## src/rtl/seq_mag_comparator_pkg.sv

```systemverilog
// Shared types and constants for the sequential magnitude comparator.
// Result codes are one-hot {greater, less, equal} so consumers can decode directly.
package seq_cmp_pkg;

    typedef enum logic {
        IDLE,
        CMP
    } state_e;

    localparam logic [2:0] GT = 3'b100;
    localparam logic [2:0] LT = 3'b010;
    localparam logic [2:0] EQ = 3'b001;

    // Slice index counter width, never narrower than one bit.
    function automatic int unsigned idx_width(input int unsigned n);
        return (n <= 2) ? 1 : $clog2(n);
    endfunction

endpackage

```

## src/rtl/seq_mag_comparator_cmp_chunk_slice.sv

```systemverilog
// Combinational CHUNK-bit unsigned compare; flip_msb biases the top bit so a
// two's-complement slice compares correctly as unsigned.
module cmp_chunk_slice #(
    parameter int unsigned CHUNK = 8
) (
    input  logic [CHUNK-1:0] a,
    input  logic [CHUNK-1:0] b,
    input  logic             flip_msb,
    output logic             gt,
    output logic             lt,
    output logic             eq
);

    logic [CHUNK-1:0] mask;
    logic [CHUNK-1:0] a_adj;
    logic [CHUNK-1:0] b_adj;

    always_comb begin
        mask            = '0;
        mask[CHUNK-1]   = flip_msb;
        a_adj           = a ^ mask;
        b_adj           = b ^ mask;
        gt              = (a_adj > b_adj);
        lt              = (a_adj < b_adj);
        eq              = (a_adj == b_adj);
    end

endmodule

```

## src/rtl/seq_mag_comparator.sv

```systemverilog
// Multi-cycle magnitude comparator: walks CHUNK-bit slices MSB-first and stops
// at the first differing slice, reporting the result with a one-cycle done pulse.
module seq_mag_comparator
    import seq_cmp_pkg::*;
#(
    parameter int unsigned WIDTH = 32,
    parameter int unsigned CHUNK = 8
) (
    input  logic             clk,
    input  logic             rst_n,
    input  logic             start,
    input  logic             signed_mode,
    input  logic [WIDTH-1:0] ain,
    input  logic [WIDTH-1:0] bin,
    output logic             busy,
    output logic             done,
    output logic             greater,
    output logic             less,
    output logic             equal,
    output logic             early_exit
);

    localparam int unsigned NCHUNK = WIDTH / CHUNK;
    localparam int unsigned IDXW   = idx_width(NCHUNK);
    localparam logic [IDXW-1:0] TOP_IDX = IDXW'(NCHUNK - 1);

    if ((WIDTH % CHUNK) != 0 || NCHUNK < 1) begin : g_bad_width
        $error("seq_mag_comparator: WIDTH must be a non-zero multiple of CHUNK");
    end

    state_e            state_q, state_d;
    logic [IDXW-1:0]   idx_q, idx_d;
    logic [WIDTH-1:0]  a_q, a_d;
    logic [WIDTH-1:0]  b_q, b_d;
    logic              sgn_q, sgn_d;
    logic              busy_q, busy_d;
    logic              done_q, done_d;
    logic [2:0]        res_q, res_d;
    logic              early_q, early_d;

    logic [CHUNK-1:0]  a_slice;
    logic [CHUNK-1:0]  b_slice;
    logic              slice_gt, slice_lt, slice_eq;

    always_comb begin
        a_slice = '0;
        b_slice = '0;
        for (int unsigned i = 0; i < NCHUNK; i++) begin
            if (idx_q == IDXW'(i)) begin
                a_slice = a_q[i*CHUNK +: CHUNK];
                b_slice = b_q[i*CHUNK +: CHUNK];
            end
        end
    end

    cmp_chunk_slice #(
        .CHUNK (CHUNK)
    ) u_slice (
        .a        (a_slice),
        .b        (b_slice),
        .flip_msb (sgn_q && (idx_q == TOP_IDX)),
        .gt       (slice_gt),
        .lt       (slice_lt),
        .eq       (slice_eq)
    );

    always_comb begin
        state_d = state_q;
        idx_d   = idx_q;
        a_d     = a_q;
        b_d     = b_q;
        sgn_d   = sgn_q;
        busy_d  = busy_q;
        done_d  = 1'b0;
        res_d   = res_q;
        early_d = early_q;

        unique case (state_q)
            IDLE: begin
                if (start) begin
                    a_d     = ain;
                    b_d     = bin;
                    sgn_d   = signed_mode;
                    idx_d   = TOP_IDX;
                    busy_d  = 1'b1;
                    state_d = CMP;
                end
            end
            CMP: begin
                if (!slice_eq) begin
                    res_d   = slice_gt ? GT : LT;
                    early_d = (idx_q != '0);
                    done_d  = 1'b1;
                    busy_d  = 1'b0;
                    state_d = IDLE;
                end else if (idx_q == '0) begin
                    res_d   = EQ;
                    early_d = 1'b0;
                    done_d  = 1'b1;
                    busy_d  = 1'b0;
                    state_d = IDLE;
                end else begin
                    idx_d   = idx_q - 1'b1;
                end
            end
            default: state_d = IDLE;
        endcase
    end

    always_ff @(posedge clk or negedge rst_n) begin
        if (!rst_n) begin
            state_q <= IDLE;
            idx_q   <= '0;
            a_q     <= '0;
            b_q     <= '0;
            sgn_q   <= 1'b0;
            busy_q  <= 1'b0;
            done_q  <= 1'b0;
            res_q   <= '0;
            early_q <= 1'b0;
        end else begin
            state_q <= state_d;
            idx_q   <= idx_d;
            a_q     <= a_d;
            b_q     <= b_d;
            sgn_q   <= sgn_d;
            busy_q  <= busy_d;
            done_q  <= done_d;
            res_q   <= res_d;
            early_q <= early_d;
        end
    end

    assign busy       = busy_q;
    assign done       = done_q;
    assign greater    = res_q[2];
    assign less       = res_q[1];
    assign equal      = res_q[0];
    assign early_exit = early_q;

endmodule

```

## config.mk

```make
export PLATFORM = sky130hd
export DESIGN_NAME = seq_mag_comparator
export DESIGN_NICKNAME = d
export VERILOG_FILES = /design/src/rtl/seq_mag_comparator_pkg.sv /design/src/rtl/seq_mag_comparator_cmp_chunk_slice.sv /design/src/rtl/seq_mag_comparator.sv
export SDC_FILE = /design/constraint.sdc
export NUM_CORES = 1
export LEC_CHECK = 0
export CORE_UTILIZATION = 52
export DETAILED_ROUTE_END_ITERATION = 10
export GPL_ROUTABILITY_DRIVEN = 0
export GPL_TIMING_DRIVEN = 0
export MAX_ROUTING_LAYER = met4
export PLACE_DENSITY_LB_ADDON = 0.2
export RECOVER_POWER = 100
export SETUP_SLACK_MARGIN = 0.05
export SYNTH_ARGS = -nofsm -noshare
export SYNTH_HDL_FRONTEND = slang
export SYNTH_SLANG_ARGS = --single-unit
```

## constraint.sdc

```tcl
create_clock -name clk -period 2.7 [get_ports clk]
set_input_delay 0.675 -clock clk [delete_from_list [all_inputs] [get_ports clk]]
set_output_delay 0.675 -clock clk [all_outputs]
set_load 0.03 [all_outputs]
```

Yosys cells after proc, flatten, opt, wreduce, memory -nomap -nowiden
Index checks and enable logic that the tools add are counted.

Register bits: 74. Word-level logic and storage cells: 57. Input bits: 68. Output and inout port bits: 6.

Bitwise operators: 3. Equal/unequal tests: 9. Multiplexer cells: 27. $lt $le $gt $ge: 1. Add/sub/neg operators: 1. Reductions and logical operators: 7.

Operators with widths (number): $mux W8 (8); $xor A8 B8 Y8 (2); $mux W1 (10); $mux W3 (3); $eq A8 B8 Y1 (1); $gt A8 B8 Y1 (1); $mux W2 (3); $reduce_and A2 Y1 (3); $eq A2 B2 Y1 const B (2); $ne A2 B1 Y1 const B (2); $ne A2 B2 Y1 const B (2); $pmux W1 S2 (2); $pmux W2 S2 (1); $ne A3 B2 Y1 const B (1); $reduce_and A3 Y1 (1); $eq A2 B1 Y1 const B (1); $logic_not A2 Y1 (1); $reduce_bool A2 Y1 (1); $sub A2 B1 Y2 const B (1); $logic_and A1 B1 Y1 (1); $not A1 Y1 (1).

Logic depth before layout (Yosys ltp)
Depth in word-level cells: 9. Mapped depth: 13.

Cells and area by module
A second synthesis with hierarchy kept.

Cell total of the unflattened synthesis: 265. Area total of the unflattened synthesis: 3587.2 µm².

By module, submodules not included: seq_mag_comparator (area an instance 3348.2 µm², times used 1, cells an instance 235); cmp_chunk_slice (area an instance 239.0 µm², times used 1, cells an instance 30).

Worst setup path before layout
OpenSTA, ideal clock, no wires.

Kind: register to register. Start: reg idx_q[0]. End: reg idx_q[1]. Path buffers: 0. Cell stages (with the launch flop): 12. Arrival: 2324 ps. Setup slack: 243 ps. Cell sequence: dfrtp_1 inv_1 ha_1 nor2b_4 a221o_2 a21oi_1 a21oi_1 ha_1 nand4_2 o21a_1 o31ai_1 a22oi_1.

Longest elaborated chain between the ends: 9. Elaborated cells between the ends (all ways): 23. Those cells by class: add/sub (1); eq/ne (6); mux (11); bitwise (2); reduce/logical (3).

Ends and longest elaborated chain: start, declared (RTL line seq_mag_comparator.sv:32) `logic [IDXW-1:0] idx_q, idx_d;`; start signal, assigned (RTL line seq_mag_comparator.sv:123) `idx_q <= idx_d;`; $logic_not A2 Y1 (RTL line seq_mag_comparator.sv:49, seq_mag_comparator.sv:96); $mux W8 (4 in a row) (RTL line seq_mag_comparator.sv:49) `if (idx_q == IDXW'(i)) begin`; $xor A8 B8 Y8 (on tied branches) (RTL line seq_mag_comparator_cmp_chunk_slice.sv:21, seq_mag_comparator_cmp_chunk_slice.sv:22); $eq A8 B8 Y1 (RTL line seq_mag_comparator_cmp_chunk_slice.sv:25) `eq = (a_adj == b_adj);`; $ne A2 B1 Y1 (no line); $reduce_and A3 Y1 (no line).

Several ways; a longest one is shown, not always the timed one. The select of a mux whose other input is x is not followed. A chain may end at the register's enable or synchronous reset.

Worst setup path in the final report
Start: reg idx_q[1]. End: reg idx_q[1].

Same word-level chain as after synthesis.

==> flow_summary.toml <==
[drt]
wl_met1_um = 4210
wl_per_cell_um = 15.2
avgViaCountPerCell = 5.12
ant_nets = 0
routed-wl-met2_um = 4350
drc = 0
num_vias = 3108
dr.pass1.iters = 4
routed_wl_um = 9210
highest_layer = "met4"
met3_length_um = 521
drt_iter0_drc = 136

[yosys]
synth_warnings = 0
netlist_area_um2 = 3730
synth_cell_types = 41
synth-seq-cells = 74
synth_top_cell_by_area = "dfrtp_1"
yosys-top-cells-area = "dfrtp_1 (50%), nand2_1 (21%), a221oi_2 (4.0%), ha_1 (4.0%), buf_4 (2.4%)"
synth_most_common_cell = "nand2_1"
synth_top_area_share = 0.496
yosysSeqAreaShare = 0.496
syn_avg_cell_area_um2 = 9.08
synth_edf_count = 0
netlist_instances = 411
synth_nets = 491
synth_ff_type = "dfrtp_1"
yosys-top-cells-count = "nand2_1 (211), dfrtp_1 (74), a21oi_1 (14)"
synth-async-reset-ratio = 1.00

[timing]
layout_setup_ws_ns = 0.0573
skew_ns = 0.00932
slew_viol_final = 75
period_minus_slack_ns = 2.64
final_hold_viol_count = 0
setup_viol_count_final = 0
fin_crit_sh = 0.979
slew_headroom = -0.192
rsz0062_at_grt = "yes"
worst_slew_pin_slew_ns = 1.79
timing.fmax_ghz = 0.378

[final_layout]
nFillCells = 508
syn2layout_area_growth_pct = 34.8
antenna_cells = 0
finish.utilization = 0.732
multi_input_area_um2 = 1820
final_nets = 587
regArea_um2 = 1850
drive_above_1_share = 0.188

[min_path]
holdCritPathClass = "flip-flop to flip-flop"

[clocking]
cts_inserted_buffers = 9
cts_htree_levels = 3
cts_buffer_depth = 2
clk_pin_slew_worst_paths_ns = 0.07
clkSinkCount = 74
cts_root_buf = "clkbuf_8"
tritoncts = "yes"
clk_latency_ns = 0.36
holdBufCountCts = 0

[setup_path]
criticalPathCategory = "flip-flop to flip-flop"
crit_required_ns = 2.96
crit_path_max_fanout = 10
critical_path_buf_inv_count = 3
cp_slowest_cell = "dfrtp_1"
path_delay_family = "compound AO/OA/AOI/OAI gates"
cp-end-kind = "flip-flop"
crit_top_cell = "buf_4"
path_cells = "buf_4, ha_2, buf_2, nor2b_1, nor3_2, a21oi_1, ha_1, nand4_1, buf_4, o21ai_4, o21ai_1, a22oi_1"
cp.arrival_ns = 2.91
startpoint_type = "flip-flop"
crit_path_max_incr_delay_ns = 0.42

[place]
dp.final_hpwl_um = 6210
dp_slack_ns = -0.159
port_buffers = 73

[run]
cap_violations = 1

[power_and_ir_drop]
ir_drop_mv = 0.528
leakage_uw = 0.00242
fin_total_pwr_uw = 5770
powerDensity_nw_per_um2 = 1150

[floorplan]
fp-row-count = 30
io-pin-count = 74
die_area_um2 = 7520
die_w_um = 86.7
initial_utilization = 0.543
coreArea_um2 = 6870
die_y_um = 86.7

[run_status]
violations = "capacitance limit, slew limit"
status = "finished with violations"

[global_route]
grt_pass1_wl_um = 15000
grt_pass1_vias = 3041
grt_remaining_overflow = 0
track_usage = 0.276
grt_max_degree = 75
antenna_found_initial = 0
registers in the layout (all words and copies together) (netlist names), 2 cells and up:
register / count
res_q: 3
idx_q: 2
a_q: 32
b_q: 32
kinds of logic after synthesis:
group | Yosys count | synth area share
AND/OR/NAND/NOR | 244 | 0.274
flip-flops | 74 | 0.496
AO/OA/AOI/OAI | 51 | 0.123
buffers and inverters | 27 | 0.0594
adder cells (fa/ha/maj) | 12 | 0.0402
XOR/XNOR | 2 | 0.00470
multiplexers | 1 | 0.00268
final cells by class:
type,count,share of cell area
multi-input cells,310,0.361
clock inverters,2,0.00697
plain buffers,23,0.0358
inverters,3,0.00274
well taps,96,0.0239
clock buffers,13,0.0336
flip-flops and latches,74,0.368
repair buffers,86,0.168
report_power, final:
group	leakage (uW)	internal [uW]	switching [uW]
sequential	0.000902	1600	380
combinational	0.00141	1310	1590
clock	0.000106	497	395
total	0.00242	3410	2360
what timing repair did:
action                                  CTS  global route
pin swaps                                 6            18
gates cloned                              1             0
setup buffers                             8             5
endpoints found under the setup margin    6             8
gates resized for setup                  13            27
cell usage in the layout (no fill, tap or decap), drive strengths merged:
cell,n
ha,12
nand4,2
o21ai,6
a22oi,2
nand2b,3
a21oi,15
nor3,7
mux2i,1
clkdlybuf4s50,65
nor2b,12
clkinv,1
nor2,3
nand2,211
dfrtp,74
nand3,1
xnor2,2
o211ai,1
and3b,1
inv,3
dlygate4sd3,7
a221oi,13
clkbuf,27
o31a,1
o21a,2
and2b,4
buf,23
bufinv,1
o21ba,1
a221o,1
o31ai,9
worst min-delay path: cells and delay by family (launching register included):
family,cells,cell delay (ns)
flops,1,0.34
simple gates,2,0.10
metrics by stage:
stage	hold WS, ns	area (um2)	cells	TNS, ns
after floorplan	0.379	3730	411	0
after global placement	0.455	4580	580	-110.44
after detailed placement	0.455	4580	580	-0.312
after CTS	0.477	4940	604	0
after global routing	0.504	5030	607	-0.120
final	0.478	5030	607	0
per-layer routing:
metal | track usage | vias up
met3 | 0.0648 | 14
met5 | - | -
li1 | - | 1529
met4 | 0.108 | 0
met2 | 0.418 | 96
met1 | 0.360 | 1469
final timing paths:
check                                  endpoint  slack (ns)            startpoint  depth (start not counted)
setup / recovery           idx_q[1]$_DFFE_PN0P_        0.06  idx_q[1]$_DFFE_PN0P_                         12
hold / removal              b_q[16]$_DFFE_PN0P_        0.48   b_q[16]$_DFFE_PN0P_                          2
setup reg to reg           idx_q[1]$_DFFE_PN0P_        0.06  idx_q[1]$_DFFE_PN0P_                         12
hold reg to reg             b_q[16]$_DFFE_PN0P_        0.48   b_q[16]$_DFFE_PN0P_                          2
max in group asynchronous  idx_q[0]$_DFFE_PN0P_        0.73                 rst_n                          1
min in group asynchronous   b_q[31]$_DFFE_PN0P_        0.80                 rst_n                          1
Power figures use the tool's default switching activity.
